===== config.mk =====
export PLATFORM = sky130hd
export DESIGN_NAME = regfile_wb_arbiter
export DESIGN_NICKNAME = d
export VERILOG_FILES = /design/src/rtl/regfile_wb_arbiter_pkg.sv /design/src/rtl/regfile_wb_arbiter_rr_arbiter.sv /design/src/rtl/regfile_wb_arbiter.sv
export SDC_FILE = /design/constraint.sdc
export NUM_CORES = 1
export LEC_CHECK = 0
export ABC_CLOCK_PERIOD_IN_PS = 7600
export CORE_MARGIN = 10
export CORE_UTILIZATION = 38
export DETAILED_ROUTE_END_ITERATION = 7
export PLACE_DENSITY = 0.85
export SYNTH_ARGS = -nofsm -noshare
export SYNTH_HDL_FRONTEND = slang
export SYNTH_SLANG_ARGS = --single-unit

===== constraint.sdc =====
create_clock -name Clk_i -period 7.6 [get_ports Clk_i]
set_clock_uncertainty 0.1 [all_clocks]
set_input_delay 0.76 -clock Clk_i [delete_from_list [all_inputs] [get_ports Clk_i]]
set_output_delay 0.76 -clock Clk_i [all_outputs]
set_load 0.005 [all_outputs]

===== src/rtl/regfile_wb_arbiter_pkg.sv =====
// Shared definitions for the regfile writeback arbiter.
// Provides the `CLOG2 helper macro and default sizing constants.
// Optional feature macro: RF_WB_SCOREBOARD_EN (see regfile_wb_arbiter.sv).

`ifndef CLOG2
`define CLOG2(x) $clog2(x)
`endif

package regfile_wb_arbiter_pkg;

  localparam int unsigned DefRegWidth = 32;
  localparam int unsigned DefNumRegs  = 32;
  localparam int unsigned DefNumReq   = 3;

  // True when a write to this index must be dropped because r0 reads as zero.
  function automatic logic is_zero_reg(input logic r0_is_zero, input logic [31:0] idx);
    return r0_is_zero && (idx == 32'd0);
  endfunction

endpackage


===== src/rtl/regfile_wb_arbiter_rr_arbiter.sv =====
// Round-robin arbiter: starting at Ptr_i, grants the first valid requester
// (wrapping modulo N). Purely combinational; reusable for bus arbitration.

module regfile_wb_arbiter_rr_arbiter #(
  parameter int N = 3,
  localparam int IdxW = `CLOG2(N)
) (
  input  logic [N-1:0]    Valid_i,
  input  logic [IdxW-1:0] Ptr_i,
  output logic [N-1:0]    Grant_o,
  output logic [IdxW-1:0] Grant_Idx_o,
  output logic            Any_o
);

  // Scan ptr, ptr+1, ... and stop at the first valid requester.
  always_comb begin
    int j;
    Grant_o     = '0;
    Grant_Idx_o = '0;
    Any_o       = 1'b0;
    j           = 0;
    for (int i = 0; i < N; i++) begin
      j = int'(Ptr_i) + i;
      if (j >= N) j = j - N;
      if (!Any_o && Valid_i[IdxW'(j)]) begin
        Any_o               = 1'b1;
        Grant_o[IdxW'(j)]   = 1'b1;
        Grant_Idx_o         = IdxW'(j);
      end
    end
  end

endmodule


===== src/rtl/regfile_wb_arbiter.sv =====
// Regfile writeback arbiter: shares the single regfile write port among
// NUM_REQ writeback sources with round-robin priority and a registered
// write stage (one write per cycle).
// Optional feature macro: RF_WB_SCOREBOARD_EN enables the pending-destination
// scoreboard; when undefined Pending_o is tied low and Sb_Set_* are ignored.

module regfile_wb_arbiter
  import regfile_wb_arbiter_pkg::*;
#(
  parameter int unsigned REG_WIDTH  = DefRegWidth,
  parameter int unsigned NUM_REGS   = DefNumRegs,
  parameter int unsigned NUM_REQ    = DefNumReq,
  parameter bit          R0_IS_ZERO = 1'b1,
  localparam int unsigned SELW      = `CLOG2(NUM_REGS),
  localparam int unsigned IDXW      = `CLOG2(NUM_REQ)
) (
  input  logic                           Clk_i,
  input  logic                           Rst_i,
  input  logic [NUM_REQ-1:0]             Req_Valid_i,
  output logic [NUM_REQ-1:0]             Req_Ready_o,
  input  logic [NUM_REQ*SELW-1:0]        Req_Rd_Sel_i,
  input  logic [NUM_REQ*REG_WIDTH-1:0]   Req_Data_i,
  output logic                           Data_We_o,
  output logic [SELW-1:0]                Rd_Sel_o,
  output logic [REG_WIDTH-1:0]           Data_o,
  input  logic                           Sb_Set_i,
  input  logic [SELW-1:0]                Sb_Set_Sel_i,
  output logic [NUM_REGS-1:0]            Pending_o
);

  logic [SELW-1:0]      rd_arr   [NUM_REQ];
  logic [REG_WIDTH-1:0] data_arr [NUM_REQ];

  logic [NUM_REQ-1:0]   grant;
  logic [IDXW-1:0]      grant_idx;
  logic                 grant_any;
  logic [SELW-1:0]      gnt_rd;
  logic [REG_WIDTH-1:0] gnt_data;
  logic                 gnt_drop;

  logic [IDXW-1:0]      ptr_q, ptr_d;
  logic                 we_q, we_d;
  logic [SELW-1:0]      rd_q, rd_d;
  logic [REG_WIDTH-1:0] data_q, data_d;

  // Unpack the flat request buses into per-requester fields.
  always_comb begin
    for (int k = 0; k < int'(NUM_REQ); k++) begin
      rd_arr[k]   = Req_Rd_Sel_i[k*SELW +: SELW];
      data_arr[k] = Req_Data_i[k*REG_WIDTH +: REG_WIDTH];
    end
  end

  regfile_wb_arbiter_rr_arbiter #(
    .N (int'(NUM_REQ))
  ) u_rr_arbiter (
    .Valid_i     (Req_Valid_i),
    .Ptr_i       (ptr_q),
    .Grant_o     (grant),
    .Grant_Idx_o (grant_idx),
    .Any_o       (grant_any)
  );

  assign Req_Ready_o = grant;
  assign gnt_rd      = rd_arr[grant_idx];
  assign gnt_data    = data_arr[grant_idx];
  // r0 writes are still handshaken; only the regfile enable is suppressed.
  assign gnt_drop    = is_zero_reg(R0_IS_ZERO, 32'(gnt_rd));

  // Next-state for the priority pointer and the registered write stage.
  always_comb begin
    ptr_d  = ptr_q;
    we_d   = 1'b0;
    rd_d   = rd_q;
    data_d = data_q;
    if (grant_any) begin
      ptr_d  = (grant_idx == IDXW'(NUM_REQ - 1)) ? '0 : grant_idx + 1'b1;
      we_d   = !gnt_drop;
      rd_d   = gnt_rd;
      data_d = gnt_data;
    end
  end

  // Pointer and write-stage registers; reset drops any in-flight write.
  always_ff @(posedge Clk_i or negedge Rst_i) begin
    if (!Rst_i) begin
      ptr_q  <= '0;
      we_q   <= 1'b0;
      rd_q   <= '0;
      data_q <= '0;
    end else begin
      ptr_q  <= ptr_d;
      we_q   <= we_d;
      rd_q   <= rd_d;
      data_q <= data_d;
    end
  end

  assign Data_We_o = we_q;
  assign Rd_Sel_o  = rd_q;
  assign Data_o    = data_q;

`ifdef RF_WB_SCOREBOARD_EN
  logic [NUM_REGS-1:0] pending_q, pending_d;
  logic                sb_set_ok;

  assign sb_set_ok = Sb_Set_i && !is_zero_reg(R0_IS_ZERO, 32'(Sb_Set_Sel_i));

  // Clear on grant, then set; a same-cycle set belongs to a newer producer.
  always_comb begin
    pending_d = pending_q;
    if (grant_any) pending_d[gnt_rd] = 1'b0;
    if (sb_set_ok) pending_d[Sb_Set_Sel_i] = 1'b1;
  end

  // Scoreboard register.
  always_ff @(posedge Clk_i or negedge Rst_i) begin
    if (!Rst_i) begin
      pending_q <= '0;
    end else begin
      pending_q <= pending_d;
    end
  end

  assign Pending_o = pending_q;
`else
  logic unused_sb;
  assign unused_sb = ^{Sb_Set_i, Sb_Set_Sel_i};
  assign Pending_o = '0;
`endif

endmodule


== Word-level counts from Yosys, hierarchy flattened ==
Index checks and enable logic that the tools add are counted.

* Bits in registers: 40
* Latch bits: 0
* Bits in writable memories: 0
* Memory bits (read-only): 0
* Output and inout port bits: 73
* Logic and storage cells: 68
* Memories: 0

* Add/sub/neg operators: 6
* Multipliers: 0
* Div/mod/pow operators: 0
* Magnitude comparators: 10
* Eq/ne operators: 1
* Shift operators: 0
* Mux-type cells: 35
* Bitwise operators: 3
* Reductions and logical operators: 9

{| class="wikitable"
|+ Operators with widths
! kind !! count
|-
| binary-select mux 32 bit (select 2 bit) || 1
|-
| 2-to-1 mux 32 bit || 2
|-
| 2-to-1 mux 2 bit || 7
|-
| 2-to-1 mux 1 bit || 13
|-
| less-than comparator 2 x 4 -> 1 bit (second input constant) || 3
|-
| binary-select mux 5 bit (select 2 bit) || 1
|-
| 2-to-1 mux 5 bit || 2
|-
| 2-to-1 mux 3 bit || 3
|-
| binary-select mux 1 bit (select 2 bit) || 3
|-
| demux 1 bit (select 2 bit) || 3
|-
| >= comparator 2 x 1 -> 1 bit (second input constant) || 3
|-
| >= comparator 3 x 2 -> 1 bit (second input constant) || 2
|-
| bitwise OR 3 bit || 2
|-
| logical AND 1 bit || 5
|-
| zero test 5 bit || 1
|-
| subtractor 2 x 1 -> 2 bit (second input constant) || 2
|-
| adder 2 x 1 -> 3 bit (second input constant) || 1
|-
| adder 2 x 2 -> 3 bit (second input constant) || 1
|-
| >= comparator 3 bit (second input constant) || 1
|-
| zero test 1 bit || 3
|-
| NOT 2 -> 3 bit || 1
|-
| adder 2 x 1 -> 2 bit (second input constant) || 1
|-
| == test 2 bit (second input constant) || 1
|-
| >= comparator 2 bit (second input constant) || 1
|-
| subtractor 2 bit (second input constant) || 1
|}

== Longest topological paths before layout ==
* Word-level depth: 19
* Depth in mapped cells: 12
* Mapped depth without buffers: 9

== Cells and area by module ==
Synthesis repeated with hierarchy kept, for this count alone.

* Cells, all modules: 312
* Area, all modules: 2,690.1 um2

{| class="wikitable"
|+ By module, submodules not included
! module !! instances !! cells an instance !! area each (um2)
|-
| regfile_wb_arbiter || 1 || 268 || 2,394.8
|-
| regfile_wb_arbiter_rr_arbiter || 1 || 44 || 295.3
|}

== Worst setup path before layout ==
No wires, ideal clock.

* Kind: register to output
* From: register ptr_q[0]
* To: output Req_Ready_o[1]
* Arrival time: 1.668 ns
* Required time: 6.740 ns
* Path slack: 5.072 ns
* Cell stages (with the launch flop): 9
* Path buffers: 1
* Path through: dfrtp_1 inv_1 ha_1 buf_2 nand3b_1 o21a_1 and2_1 a21boi_0 a21oi_1

* Cells in the longest elaborated chain, start to end: 12

{| class="wikitable"
|+ Ends and longest elaborated chain
! item !! line !! RTL
|-
| start, declared || regfile_wb_arbiter.sv:41 || <nowiki>logic [IDXW-1:0] ptr_q, ptr_d;</nowiki>
|-
| start signal, assigned || regfile_wb_arbiter.sv:92 || <nowiki>ptr_q <= ptr_d;</nowiki>
|-
| branches (longest 11 deep; another with less-than comparator 2 x 4 -> 1 bit) || - ||
|-
| 2-to-1 mux 3 bit (*) || regfile_wb_arbiter_rr_arbiter.sv:25 || <nowiki>if (!Any_o && Valid_i[IdxW'(j)]) begin</nowiki>
|-
| end, declared || regfile_wb_arbiter.sv:20 || <nowiki>output logic [NUM_REQ-1:0] Req_Ready_o,</nowiki>
|}

Mark *: on every way between the ends. The select of a mux whose other input is x is not followed.

== Final worst setup path ==
* From: input Req_Valid_i[1]
* To: output Req_Ready_o[1]

* Cells in the longest elaborated chain, start to end: 10

{| class="wikitable"
|+ Ends and longest elaborated chain
! item !! line !! RTL
|-
| start, declared || regfile_wb_arbiter.sv:19 || <nowiki>input logic [NUM_REQ-1:0] Req_Valid_i,</nowiki>
|-
| binary-select mux 1 bit (select 2 bit) || regfile_wb_arbiter_rr_arbiter.sv:25 ||
|-
| 2-to-1 mux 1 bit (not written as such) (2 in series) || regfile_wb_arbiter_rr_arbiter.sv:25 ||
|-
| 2-to-1 mux 1 bit || regfile_wb_arbiter_rr_arbiter.sv:25 ||
|-
| zero test 1 bit || regfile_wb_arbiter_rr_arbiter.sv:25 ||
|-
| logical AND 1 bit || regfile_wb_arbiter_rr_arbiter.sv:25 ||
|-
| 2-to-1 mux 1 bit || regfile_wb_arbiter_rr_arbiter.sv:25 ||
|-
| zero test 1 bit || regfile_wb_arbiter_rr_arbiter.sv:25 ||
|-
| logical AND 1 bit || regfile_wb_arbiter_rr_arbiter.sv:25 ||
|-
| 2-to-1 mux 3 bit (*) || regfile_wb_arbiter_rr_arbiter.sv:25 ||
|}

Mark *: on every way between the ends. The rest lies on a longest branch, timed or not. The select of a mux whose other input is x is not followed.

==> results.yml <==
grt:
  grt_pass1_vias: 2735
  antenna_found_initial: 0
  grt_usage_pct: 16.8
  globalRouteOverflowTotal: 0
  grt_pass1_wl_um: 14800
  grt_max_degree: 41
die:
  initial_utilization_pct: 39.3
  ios: 195
  core_area_mm2: 0.00679
  fp.dieH_um: 104
  num_rows: 30
  die-area_mm2: 0.0108
  die_w_um: 104
yosys:
  ys.flop_type: "dfrtp_1"
  synth-edff-count: 0
  synth.distinct_cells: 40
  ys_seq_elements: 40
  yosys-top-cells-area: "dfrtp_1, mux2i_1, a22oi_1, buf_4, o21ai_0"
  synthCells: 278
  synth_area_per_cell_um2: 9.60
  yosysMostFrequentCell: "o21ai_0"
  synth_top_area_share_pct: 37.5
  synth_area_mm2: 0.00267
  ys_async_sr_fraction_pct: 100
  ys_seq_area_share_pct: 37.5
  synth_largest_area_cell: "dfrtp_1"
  yosysWarnings: 0
  synth.cells.most_frequent: "o21ai_0, dfrtp_1, mux2i_1"
cells_and_area:
  syn2layout_area_growth_pct: 58.4
  layout.nets: 550
  final_cell_area_mm2: 0.00423
  drive_gt1_share_pct: 4.94
  diodes: 0
worst_setup_path:
  crit_arrival_ps: 2880
  cp_num_cells: 6
  critPathLaunchType: "primary input"
  cpMostUsedCell: "clkdlybuf4s50_1"
  crit_fanout: 11
  critical_path.top_delay_family: "buffers and inverters"
  rr_worst_depth: 9
  cp.buffers_inverters: 3
  r2r_end: "Data_o[12]"
  crit_chain: "clkdlybuf4s50_1 > mux2i_1 > o21ai_1 > inv_1 > a21oi_1 > clkdlybuf4s50_1"
  worst_path_max_delay_cell: "o21ai_1"
  cp_slowest_stage_delay_ps: 610
  rr_startpoint: "ptr_q[1]"
  startpoint: "Req_Valid_i[1]"
  critPathCaptureType: "primary output"
  critPathCapture: "Req_Ready_o[1]"
  crit_type: "primary input to primary output"
  r2r_slack_ps: 4140
  critPathRequiredTime_ps: 6740
detailed_routing:
  via_per_inst: 4.96
  firstDrtPassIters: 5
  num_vias: 2584
  drt-wirelength-per-cell_um: 18.6
  antenna_left: 0
  drc_errors: 0
  drtIter0Drc: 112
  routed_wl_um: 9670
power_and_ir_drop:
  p_leak_nw: 1.83
  power.density_mw_per_mm2: 418
  irDropWorstVdd_mv: 0.191
timing:
  hold_violations: 0
  setup_tns_ps: 0
  min_period_ps: 3740
  maxSlewViolCount: 0
  fin_crit_sh_pct: 49.2
  setup-violations-final: 0
  fmax_mhz: 267
  worst_slew_margin_rel_pct: 39.1
  worst_pin_slew_ps: 914
  rsz0062_at_grt: "false"
clocking:
  clk_pin_slew_ps: 80
  cts_buffers: 5
  cts_setup_buffers: 0
  clk_latency_ps: 280
  cts_hold_buffers: 0
  cts_resized: 0
  clockRootBuffer: "clkbuf_8"
  clock_path_buffers: 2
  clock-sinks: 40
  htreeDepth: 2
  cts_tree: "done"
place:
  portBuffers: 156
  dp_hpwl_um: 7770
  place_area_mm2: 0.00414
  gp_congestion: 0.827
status:
  status: "finished, final reports clean"
flow_run:
  maxCapViolations: 0
worst_hold_path:
  hp-class: "flip-flop to flip-flop"
-- worst min path at each step --
stage,startpoint,to,slack [ps],cells after the start
after CTS,Rd_Sel_o[0],Rd_Sel_o[0],390,2
after detailed placement,Rd_Sel_o[2],Rd_Sel_o[2],380,2
after global routing,Rd_Sel_o[2],Rd_Sel_o[2],430,2
final,Rd_Sel_o[2],Rd_Sel_o[2],390,2
after floorplan,Rst_i,Data_We_o,360,0
after global placement,Rd_Sel_o[2],Rd_Sel_o[2],370,2
-- routing by layer --
layer / vias up / GRT usage, % / wire length [µm]
met5: - / 0 / 0
met4: 0 / 4.77 / 193
met3: 17 / 6.94 / 902
met2: 152 / 28.6 / 4810
met1: 1180 / 18.8 / 3770
li1: 1235 / - / -
-- sequential cells by signal (all words and copies together), names as in the netlist --
register / flops
Data_o: 32
Rd_Sel_o: 5
Data_We_o: 1
ptr_q: 2
-- cell families after synthesis --
kind of cell	count (synthesis)	synth area share, %
AO/OA/AOI/OAI	94	22.7
AND/OR/NAND/NOR	35	6.52
multiplexers	44	16.8
buffers and inverters	60	14.4
adder cells (fa/ha/maj)	4	1.88
other	1	0.141
flip-flops	40	37.5
-- stage by stage --
stage	util (%)	hold WS, ps	power (W)	setup WS [ps]	std cells
after floorplan	-	364	0.00119	5070	309
after global placement	61.0	366	0.00161	3760	513
after detailed placement	61.0	376	0.00164	3630	513
after CTS	62.2	394	0.00179	3880	521
after global routing	62.2	427	0.00191	3660	521
final	62.2	386	0.00177	3860	521
-- report_power, final --
part	switching, W	leakage [nW]	total [W]	internal (W)
logic	0.000633	1.31	0.00122	0.000588
registers	0.0000621	0.477	0.000405	0.000343
clock network	0.0000772	0.0424	0.000143	0.0000657
-- area by class of cell --
type / count / area (µm²)
Timing Repair Buffer: 160 / 1590
Inverter: 8 / 30.0
Tap cell: 96 / 120
Clock inverter: 1 / 8.76
Clock buffer: 7 / 76.3
Multi-Input combinational cell: 209 / 1400
Sequential cell: 40 / 1000
Fill cell: 592 / 2570
-- worst reg2reg max path, delay by kind of cell, from the launching register on --
family	cells	cell delay, ps
buf+inv	2	540
mux	1	150
simple gates	1	550
compound gates	4	1220
fa+ha+maj	1	340
flops	1	420
-- placed cells by master (no fill, tap or decap), types with 2 or more instances in the layout --
cell type	count
clkdlybuf4s50_1	155
a21oi_1	3
o31ai_1	2
nor2_1	3
mux2i_1	40
nand2_1	19
o21ai_0	43
inv_1	8
clkbuf_1	2
o221ai_1	4
ha_1	4
conb_1	32
dfrtp_1	40
nand3b_1	2
a22oi_1	33
clkbuf_8	5
or2_2	2
mux2_2	3
buf_4	4
Note: power is estimated with default switching activity, not from simulation.
